[src/rtl/pbit_sweep_scheduler.sv]
// pbit_sweep_scheduler
// Walks through the p-bits in fixed index order, one single-cycle update
// enable at a time. After each enable it waits a programmable number of idle
// cycles so the synapse feeding the next p-bit can settle. At the end of each
// complete sweep it captures the p-bit state vector and offers it to a
// consumer over a valid/ready handshake.
module pbit_sweep_scheduler #(
  parameter int NUM_PBITS = 3,
  parameter int SETTLE_W  = 4,
  parameter int SWEEP_W   = 16
) (
  input  logic                 CLK,
  input  logic                 RST,
  input  logic                 start,
  input  logic                 stop,
  input  logic [SETTLE_W-1:0]  settle_cycles,
  input  logic [SWEEP_W-1:0]   num_sweeps,
  input  logic [NUM_PBITS-1:0] pbit_state,
  output logic [NUM_PBITS-1:0] en,
  output logic                 busy,
  output logic [SWEEP_W-1:0]   sweep_count,
  output logic [NUM_PBITS-1:0] sample,
  output logic                 sample_valid,
  input  logic                 sample_ready,
  output logic                 overrun,
  output logic                 done
);

  localparam int IDX_W = (NUM_PBITS > 1) ? $clog2(NUM_PBITS) : 1;
  localparam logic [IDX_W-1:0] LAST_IDX = IDX_W'(NUM_PBITS - 1);

  typedef enum logic [1:0] {
    IDLE,
    FIRE,
    SETTLE,
    SWEEP_END
  } state_t;

  state_t               state_q, state_d;
  logic [IDX_W-1:0]     idx_q, idx_d;
  logic [SETTLE_W-1:0]  settle_cnt_q, settle_cnt_d;
  logic [SETTLE_W-1:0]  settle_lim_q, settle_lim_d;
  logic [SWEEP_W-1:0]   sweep_lim_q, sweep_lim_d;
  logic                 stop_pending_q, stop_pending_d;
  logic [NUM_PBITS-1:0] en_q, en_d;
  logic                 busy_q, busy_d;
  logic [SWEEP_W-1:0]   sweep_count_q, sweep_count_d;
  logic [NUM_PBITS-1:0] sample_q, sample_d;
  logic                 sample_valid_q, sample_valid_d;
  logic                 overrun_q, overrun_d;
  logic                 done_q, done_d;
  logic                 advance;

  // Next-state logic; outputs are derived from the next state so they can be registered.
  always_comb begin
    state_d        = state_q;
    idx_d          = idx_q;
    settle_cnt_d   = settle_cnt_q;
    settle_lim_d   = settle_lim_q;
    sweep_lim_d    = sweep_lim_q;
    stop_pending_d = stop_pending_q;
    sweep_count_d  = sweep_count_q;
    sample_d       = sample_q;
    sample_valid_d = sample_valid_q;
    overrun_d      = overrun_q;
    done_d         = 1'b0;
    advance        = 1'b0;

    // A consumer accept drops valid unless a capture below re-asserts it.
    if (sample_valid_q && sample_ready) begin
      sample_valid_d = 1'b0;
    end

    // Stop only matters during a run; the sweep in progress always finishes.
    if ((state_q != IDLE) && stop) begin
      stop_pending_d = 1'b1;
    end

    case (state_q)
      IDLE: begin
        if (start) begin
          settle_lim_d   = settle_cycles;
          sweep_lim_d    = num_sweeps;
          idx_d          = '0;
          sweep_count_d  = '0;
          overrun_d      = 1'b0;
          stop_pending_d = 1'b0;
          state_d        = FIRE;
        end
      end
      FIRE: begin
        if (settle_lim_q != '0) begin
          settle_cnt_d = settle_lim_q - SETTLE_W'(1);
          state_d      = SETTLE;
        end else begin
          advance = 1'b1;
        end
      end
      SETTLE: begin
        if (settle_cnt_q == '0) begin
          advance = 1'b1;
        end else begin
          settle_cnt_d = settle_cnt_q - SETTLE_W'(1);
        end
      end
      SWEEP_END: begin
        sample_d       = pbit_state;
        sample_valid_d = 1'b1;
        if (sample_valid_q && !sample_ready) begin
          overrun_d = 1'b1;
        end
        sweep_count_d = sweep_count_q + SWEEP_W'(1);
        if (stop_pending_q || ((sweep_lim_q != '0) && (sweep_count_d == sweep_lim_q))) begin
          state_d        = IDLE;
          done_d         = 1'b1;
          stop_pending_d = 1'b0;
        end else begin
          idx_d   = '0;
          state_d = FIRE;
        end
      end
      default: begin
        state_d = IDLE;
      end
    endcase

    // Leaving the settle window: next p-bit, or close the sweep after the last one.
    if (advance) begin
      if (idx_q < LAST_IDX) begin
        idx_d   = idx_q + IDX_W'(1);
        state_d = FIRE;
      end else begin
        state_d = SWEEP_END;
      end
    end

    en_d   = (state_d == FIRE) ? (NUM_PBITS'(1) << idx_d) : '0;
    busy_d = (state_d != IDLE);
  end

  // State and registered outputs; reset aborts any run on the next edge.
  always_ff @(posedge CLK) begin
    if (RST) begin
      state_q        <= IDLE;
      idx_q          <= '0;
      settle_cnt_q   <= '0;
      settle_lim_q   <= '0;
      sweep_lim_q    <= '0;
      stop_pending_q <= 1'b0;
      en_q           <= '0;
      busy_q         <= 1'b0;
      sweep_count_q  <= '0;
      sample_q       <= '0;
      sample_valid_q <= 1'b0;
      overrun_q      <= 1'b0;
      done_q         <= 1'b0;
    end else begin
      state_q        <= state_d;
      idx_q          <= idx_d;
      settle_cnt_q   <= settle_cnt_d;
      settle_lim_q   <= settle_lim_d;
      sweep_lim_q    <= sweep_lim_d;
      stop_pending_q <= stop_pending_d;
      en_q           <= en_d;
      busy_q         <= busy_d;
      sweep_count_q  <= sweep_count_d;
      sample_q       <= sample_d;
      sample_valid_q <= sample_valid_d;
      overrun_q      <= overrun_d;
      done_q         <= done_d;
    end
  end

  assign en           = en_q;
  assign busy         = busy_q;
  assign sweep_count  = sweep_count_q;
  assign sample       = sample_q;
  assign sample_valid = sample_valid_q;
  assign overrun      = overrun_q;
  assign done         = done_q;

endmodule

[config.mk]
export PLATFORM = sky130hd
export DESIGN_NAME = pbit_sweep_scheduler
export DESIGN_NICKNAME = d
export VERILOG_FILES = /design/src/rtl/pbit_sweep_scheduler.sv
export SDC_FILE = /design/constraint.sdc
export NUM_CORES = 1
export LEC_CHECK = 0
export CAP_MARGIN = 15
export CORE_MARGIN = 5
export CORE_UTILIZATION = 44
export DETAILED_ROUTE_END_ITERATION = 8
export GPL_TIMING_DRIVEN = 0
export PLACE_DENSITY = 0.8
export SLEW_MARGIN = 20
export SYNTH_ARGS = -nofsm -noshare
export SYNTH_HDL_FRONTEND = slang
export SYNTH_SLANG_ARGS = --single-unit
[constraint.sdc]
create_clock -name CLK -period 3.3 [get_ports CLK]
set_clock_uncertainty 0.15 [all_clocks]
set_input_delay 0.495 -clock CLK [delete_from_list [all_inputs] [get_ports CLK]]
set_output_delay 0.495 -clock CLK [all_outputs]
set_load 0.03 [all_outputs]
==> run summary, run 1 <==
run status: finished clean
post-route ant nets: 0
DIE AREA: 0.00860 mm2
final hold vios: 0
Die X: 92.7 um
post-route setup slack: 0.281 ns
fraction of layout cells with a size suffix above 1: 6.29%
critical path's top delay family: simple AND/OR/NAND/NOR gates
worst reg2reg path depth: 8
Port Buffers: 52
PwrDens: 584 mW/mm2
largest net degree at the start of global routing: 17
total gr overflow: 0
min-delay src: RST
Initial Util: 44.8%
Clk Latency, worst-skew pair: 0.31 ns
CP max stage delay: 0.53 ns
total number of vias: 2938
Num CTS Buffers: 5
Worst Path Required: 3.35 ns
Max VDD drop: 0.000253 V
All-Layer GR Usage: 18.2%
Bufs and invs on worst path: 0
critical path class: flop to flop
Slew HR: 57.6%
post-synthesis mux area share: 2.66%
TritonCTS clock tree: done
number of global-route vias before repair: 2837
Post-Synth Adder-Cell Area: 2.49%
DP HPWL: 5.95 mm
synthesized area per cell: 7.86 um2
post-synthesis sequential area ratio: 36.6%
core area: 0.00672 mm2
Root Driver: clkbuf_8
I/O pin count: 54
total clock sinks: 55
Worst Tran Pin Value: 0.631 ns
Gate Count Post-Synth: 383
Fmax: 331 MHz
Reg clk slew, reported paths: 0.10 ns
Synth Area in Simple Gates: 28.1%
Layout area overhead: 24.4%
global-route wire length before repair: 12.9 mm
# rows: 30
Post-Route Setup TNS: 0 ns
end of the worst register-to-register path: busy
Synth async-reset ratio: 0%
max cap viols: 0
largest family of logic cells by synthesized area: simple AND/OR/NAND/NOR gates
CP Cell Sequence: nand3_4, nor4_4, nand3_2, or3_1, a2111oi_2, nor2_2, a41o_4, or2_1
ANT cells: 0
DR iter-0 viols: 176
slowest CP cell: dfxtp_1
Critical Path End Type: flop
flop2flop setup slack: 0.28 ns
Vias/cell: 5.60
Min Hold Slack: 0.235 ns
drt total wl: 7.76 mm
critical path peak fanout: 7
commonest cells after routing, fill and taps aside: 68 x nand2_1, 54 x dfxtp_1, 52 x clkdlybuf4s50_1, 40 x a21oi_1, 35 x nor2_1
period utilization: 91.5%
commonest non-fill, non-tap cell in the layout: nand2_1
routed length per instance: 14.8 um
Seq cells post-synth: 55
Netlist cell types: 57
Final GP Congestion: 0.934
Final Max Slew Viols: 0
maximum clock path buffer count: 2
Post-synth EDFFs: 0
hold endpoint: state_q[1]
Worst setup SP type: flop
initial antenna violation count: 0
Mapped Area: 0.00301 mm2
post-layout minimum cycle time: 3.02 ns
worst hold path cell count: 2
Syn Nets: 417
Final #Nets: 478
Synth Area in Compound Gates: 19.1%
chip height: 92.7 um
top_reg_cell synth: dfxtp_1
Crit Reg-Reg Startpoint: sweep_count[5]
Worst EP arrival: 3.07 ns
post-layout util: 55.8%
post-place setup slack: 0.194 ns
# setup viols final: 0
yosys warns: 0
xor and xnor area share after synthesis: 5.82%
RSZ-0062 raised after global routing: no
leakage: 1.34 nW
depth of the CTS H-tree: 2
HP Class: primary input to flop
Pre-antenna DRT Iters: 4
# DRC: 0
registers in the layout, indices dropped and copies added, names as in the netlist:
| register | flops |
|---|---|
| sweep_count | 16 |
| sweep_lim_q | 16 |
| idx_q | 2 |
| settle_cnt_q | 4 |
| sample_valid | 1 |
| en | 3 |
| sample | 3 |
| state_q | 2 |
| busy | 1 |
| overrun | 1 |
| done | 1 |
| settle_lim_q | 4 |
| stop_pending_q | 1 |
worst max-delay path by stage:
stage / from / end / slack, ns / cells past startpoint
floorplan: sweep_count[0] / busy / 0.32 / 8
global placement: sweep_count[0] / busy / 0.21 / 9
detailed placement: sweep_count[0] / busy / 0.19 / 9
CTS: sweep_count[0] / busy / 0.18 / 9
global route: sweep_count[5] / busy / 0.06 / 8
finish: sweep_count[5] / busy / 0.28 / 8
worst register-to-register path, stage by stage, from the launching register on:
cell	delay (ns)
dfxtp_1	0.53
nand3_4	0.18
nor4_4	0.44
nand3_2	0.13
or3_1	0.34
a2111oi_2	0.49
nor2_2	0.12
a41o_4	0.30
or2_1	0.22
cell type report:
cell class / instances / area [um2]
sequential: 55 / 1100
buffer: 20 / 116
fill: 640 / 2970
clock inverter: 2 / 12.5
clock buffer: 6 / 72.6
multi-input combinational: 297 / 1770
inverter: 11 / 41.3
tap: 80 / 100
timing repair buffer: 54 / 536
repair_timing:
item	in CTS	in global routing
hold buffers	0	0
endpoints found under the setup margin	0	5
setup buffers	0	2
resized for setup	0	3
through the flow:
stage | total power [W] | instances | area [um2]
after CTS | 0.00218 | 523 | 3720
after detailed placement | 0.00181 | 515 | 3630
after global placement | 0.00177 | 515 | 3630
after floorplan | 0.00155 | 383 | 3010
final | 0.00219 | 525 | 3750
after global routing | 0.00234 | 525 | 3750
kinds of logic after synthesis:
family / after synthesis
XOR/XNOR: 20
adder cells (fa/ha/maj): 6
buffers and inverters: 31
AO/OA/AOI/OAI: 93
AND/OR/NAND/NOR: 170
flip-flops: 55
multiplexers: 8
layer usage:
| layer | GRT usage [%] | up-vias | routed length, um |
|---|---|---|---|
| met2 | 30.8 | 124 | 3630 |
| met1 | 23.1 | 1322 | 3420 |
| li1 | - | 1478 | - |
| met4 | 7.33 | 0 | 151 |
| met3 | 3.01 | 14 | 554 |
| met5 | 0 | - | 0 |
power breakdown:
| part | switching [W] | internal (W) | leakage, nW |
|---|---|---|---|
| clock | 0.000219 | 0.000149 | 0.0412 |
| sequential | 0.000101 | 0.000769 | 0.448 |
| combinational | 0.000576 | 0.000373 | 0.850 |
| total | 0.000897 | 0.00129 | 1.34 |
cells in the mapped netlist (2+ instances only):
| cell | count | area [um2] |
|---|---|---|
| a211oi_1 | 5 | 37.5 |
| a21oi_1 | 40 | 200 |
| a22oi_1 | 4 | 30.0 |
| a311oi_1 | 3 | 26.3 |
| a32oi_1 | 2 | 17.5 |
| and2_1 | 2 | 12.5 |
| and3_1 | 4 | 25.0 |
| and4_1 | 4 | 35.0 |
| buf_6 | 4 | 45.0 |
| clkbuf_1 | 13 | 48.8 |
| dfxtp_1 | 55 | 1100 |
| ha_1 | 6 | 75.1 |
| inv_1 | 11 | 41.3 |
| mux2i_1 | 8 | 80.1 |
| nand2_1 | 68 | 255 |
| nand2b_1 | 4 | 25.0 |
| nand3_1 | 9 | 45.0 |
| nand3b_1 | 2 | 15.0 |
| nand4_1 | 6 | 37.5 |
| nor2_1 | 35 | 131 |
| nor2b_1 | 3 | 18.8 |
| nor3_1 | 9 | 45.0 |
| nor4_1 | 7 | 43.8 |
| o211ai_1 | 2 | 15.0 |
| o21a_1 | 2 | 15.0 |
| o21ai_0 | 20 | 100 |
| o22ai_1 | 3 | 18.8 |
| or3_1 | 5 | 31.3 |
| xnor2_1 | 15 | 131 |
| xor2_1 | 5 | 43.8 |
Power figures use the tool's default switching activity.
==> run 2, diff against run 1 <==
Clock period 3.3 ns to 3.61 ns, I/O delays scaled along.
==> run 2 against run 1 <==
Compared with the run above:
- non-clock buffer count shrank 2
- die area is the same
- register-to-register slack gained 0.18 ns
- critical path depth grew 1
- sequential share of layout area grew 0.20 points
- sequential power shrank 8.6%
- clock power shrank 8.4%
- global-route usage is the same
- sequential cell count is the same
- critical endpoint unchanged
- largest cell class unchanged
- largest power group unchanged
==> run summary, run 2 (synthesized netlist as in run 1, its figures left out) <==
run status: finished clean
CTS Hold Buffers Added: 0
final hold vios: 0
# rows: 30
Power Total: 0.00200 W
leakage: 1.31 nW
Worst Path Required: 3.66 ns
PwrDens: 538 mW/mm2
total number of vias: 2951
depth of the CTS H-tree: 2
chip height: 92.7 um
met2 track demand over resource: 30.8%
ANT cells: 0
Critical Path End Type: flop
# DRC: 0
RSZ-0062 raised after global routing: no
GR Layer Usage met3: 3.01%
All-Layer GR Usage: 18.2%
Crit Reg-Reg Startpoint: sweep_count[0]
DP HPWL: 5.95 mm
I/O pin count: 54
largest net degree at the start of global routing: 17
Final #Nets: 476
min-delay src: RST
Port Buffers: 52
Pre-antenna DRT Iters: 5
Max VDD drop: 0.000232 V
DIE AREA: 0.00860 mm2
Post-Route Setup TNS: 0 ns
Worst setup SP type: flop
post-layout minimum cycle time: 3.15 ns
crit path launch: sweep_count[0]
global-route wire length before repair: 12.9 mm
period utilization: 87.1%
Die X: 92.7 um
Most Crowded Layer GR: met2
commonest non-fill, non-tap cell in the layout: nand2_1
number of global-route vias before repair: 2837
total gr overflow: 0
max cap viols: 0
DR iter-0 viols: 186
TritonCTS clock tree: done
Final GP Congestion: 0.934
CTS resizes: 0
Initial Util: 44.8%
Reg clk slew, reported paths: 0.09 ns
Fmax: 318 MHz
Slew HR: 56.8%
Post-CTS Setup Repair Bufs: 0
core area: 0.00672 mm2
critical path peak fanout: 8
Layout area overhead: 23.4%
routed length per instance: 14.8 um
Worst Tran Pin Value: 0.642 ns
grt met1 use: 23.1%
Num CTS Buffers: 5
initial antenna violation count: 0
Clk Latency, worst-skew pair: 0.32 ns
post-route ant nets: 0
fraction of layout cells with a size suffix above 1: 5.42%
drt total wl: 7.76 mm
HP Class: primary input to flop
Root Driver: clkbuf_8
Final Max Slew Viols: 0
maximum clock path buffer count: 2
Final Instance Count excl. Fillers: 523
Worst EP arrival: 3.20 ns
# setup viols final: 0
commonest cells after routing, fill and taps aside: 68 x nand2_1, 55 x dfxtp_1, 52 x clkdlybuf4s50_1, 40 x a21oi_1, 35 x nor2_1
total clock sinks: 55
Inst Count DP: 515
Vias/cell: 5.64
critical path class: flop to flop
[run 2: changes by cell type in the layout (fill, tap and decap cells not counted)]
cell     delta
buf_4       -2
dfxtp_2     -1
nor4_2      +1
nor4_4      -1
nand3_1     +1
dfxtp_1     +1
nand3_2     -1
[run 2: worst max-delay path: stages (launching register included)]
cell and delay (ns):
dfxtp_1 0.51, ha_1 0.31, nand3_1 0.26, nor4_2 0.36, and3_1 0.28, xnor2_1 0.10, a2111oi_2 0.41, nor2_2 0.13
a41o_4 0.30, or2_1 0.22
[run 2: through the flow]
stage,setup slack (ns),utilization [%],hold WS [ns],area (um2)
2_1_floorplan,0.633,-,0.299,3010
3_3_place_gp,0.519,54.1,0.317,3630
3_5_place_dp,0.504,54.1,0.324,3630
4_1_cts,0.489,55.3,0.262,3720
5_1_grt,0.127,55.3,0.276,3720
6_report,0.464,55.3,0.277,3720
[run 2: report_power, final]
group          switching [W]  internal [W]  total (W)
logic               0.000527      0.000341   0.000868
clock network       0.000201      0.000136   0.000337
registers          0.0000927      0.000702   0.000795
[run 2: final cells by class]
type / count / area [um2]
flip-flops and latches: 55 / 1100
plain buffers: 20 / 116
well taps: 80 / 100
fillers: 640 / 3000
clock inverters: 2 / 12.5
repair buffers: 52 / 520
inverters: 11 / 41.3
clock buffers: 6 / 72.6
multi-input cells: 297 / 1750
[run 2: metal layers]
layer | share of wire, % | vias to the layer above
li1 | - | 1472
met1 | 45 | 1338
met2 | 47 | 121
met3 | 6.6 | 20
met4 | 2.0 | 0
met5 | 0 | -
[run 2: path summary, 6_finish.rpt]
check        slack (ns)         endpoint  cells after the start
max                0.46             busy                      9
min                0.28       state_q[1]                      2
max reg2reg        0.46             busy                      9
min reg2reg        0.34  settle_lim_q[0]                      2
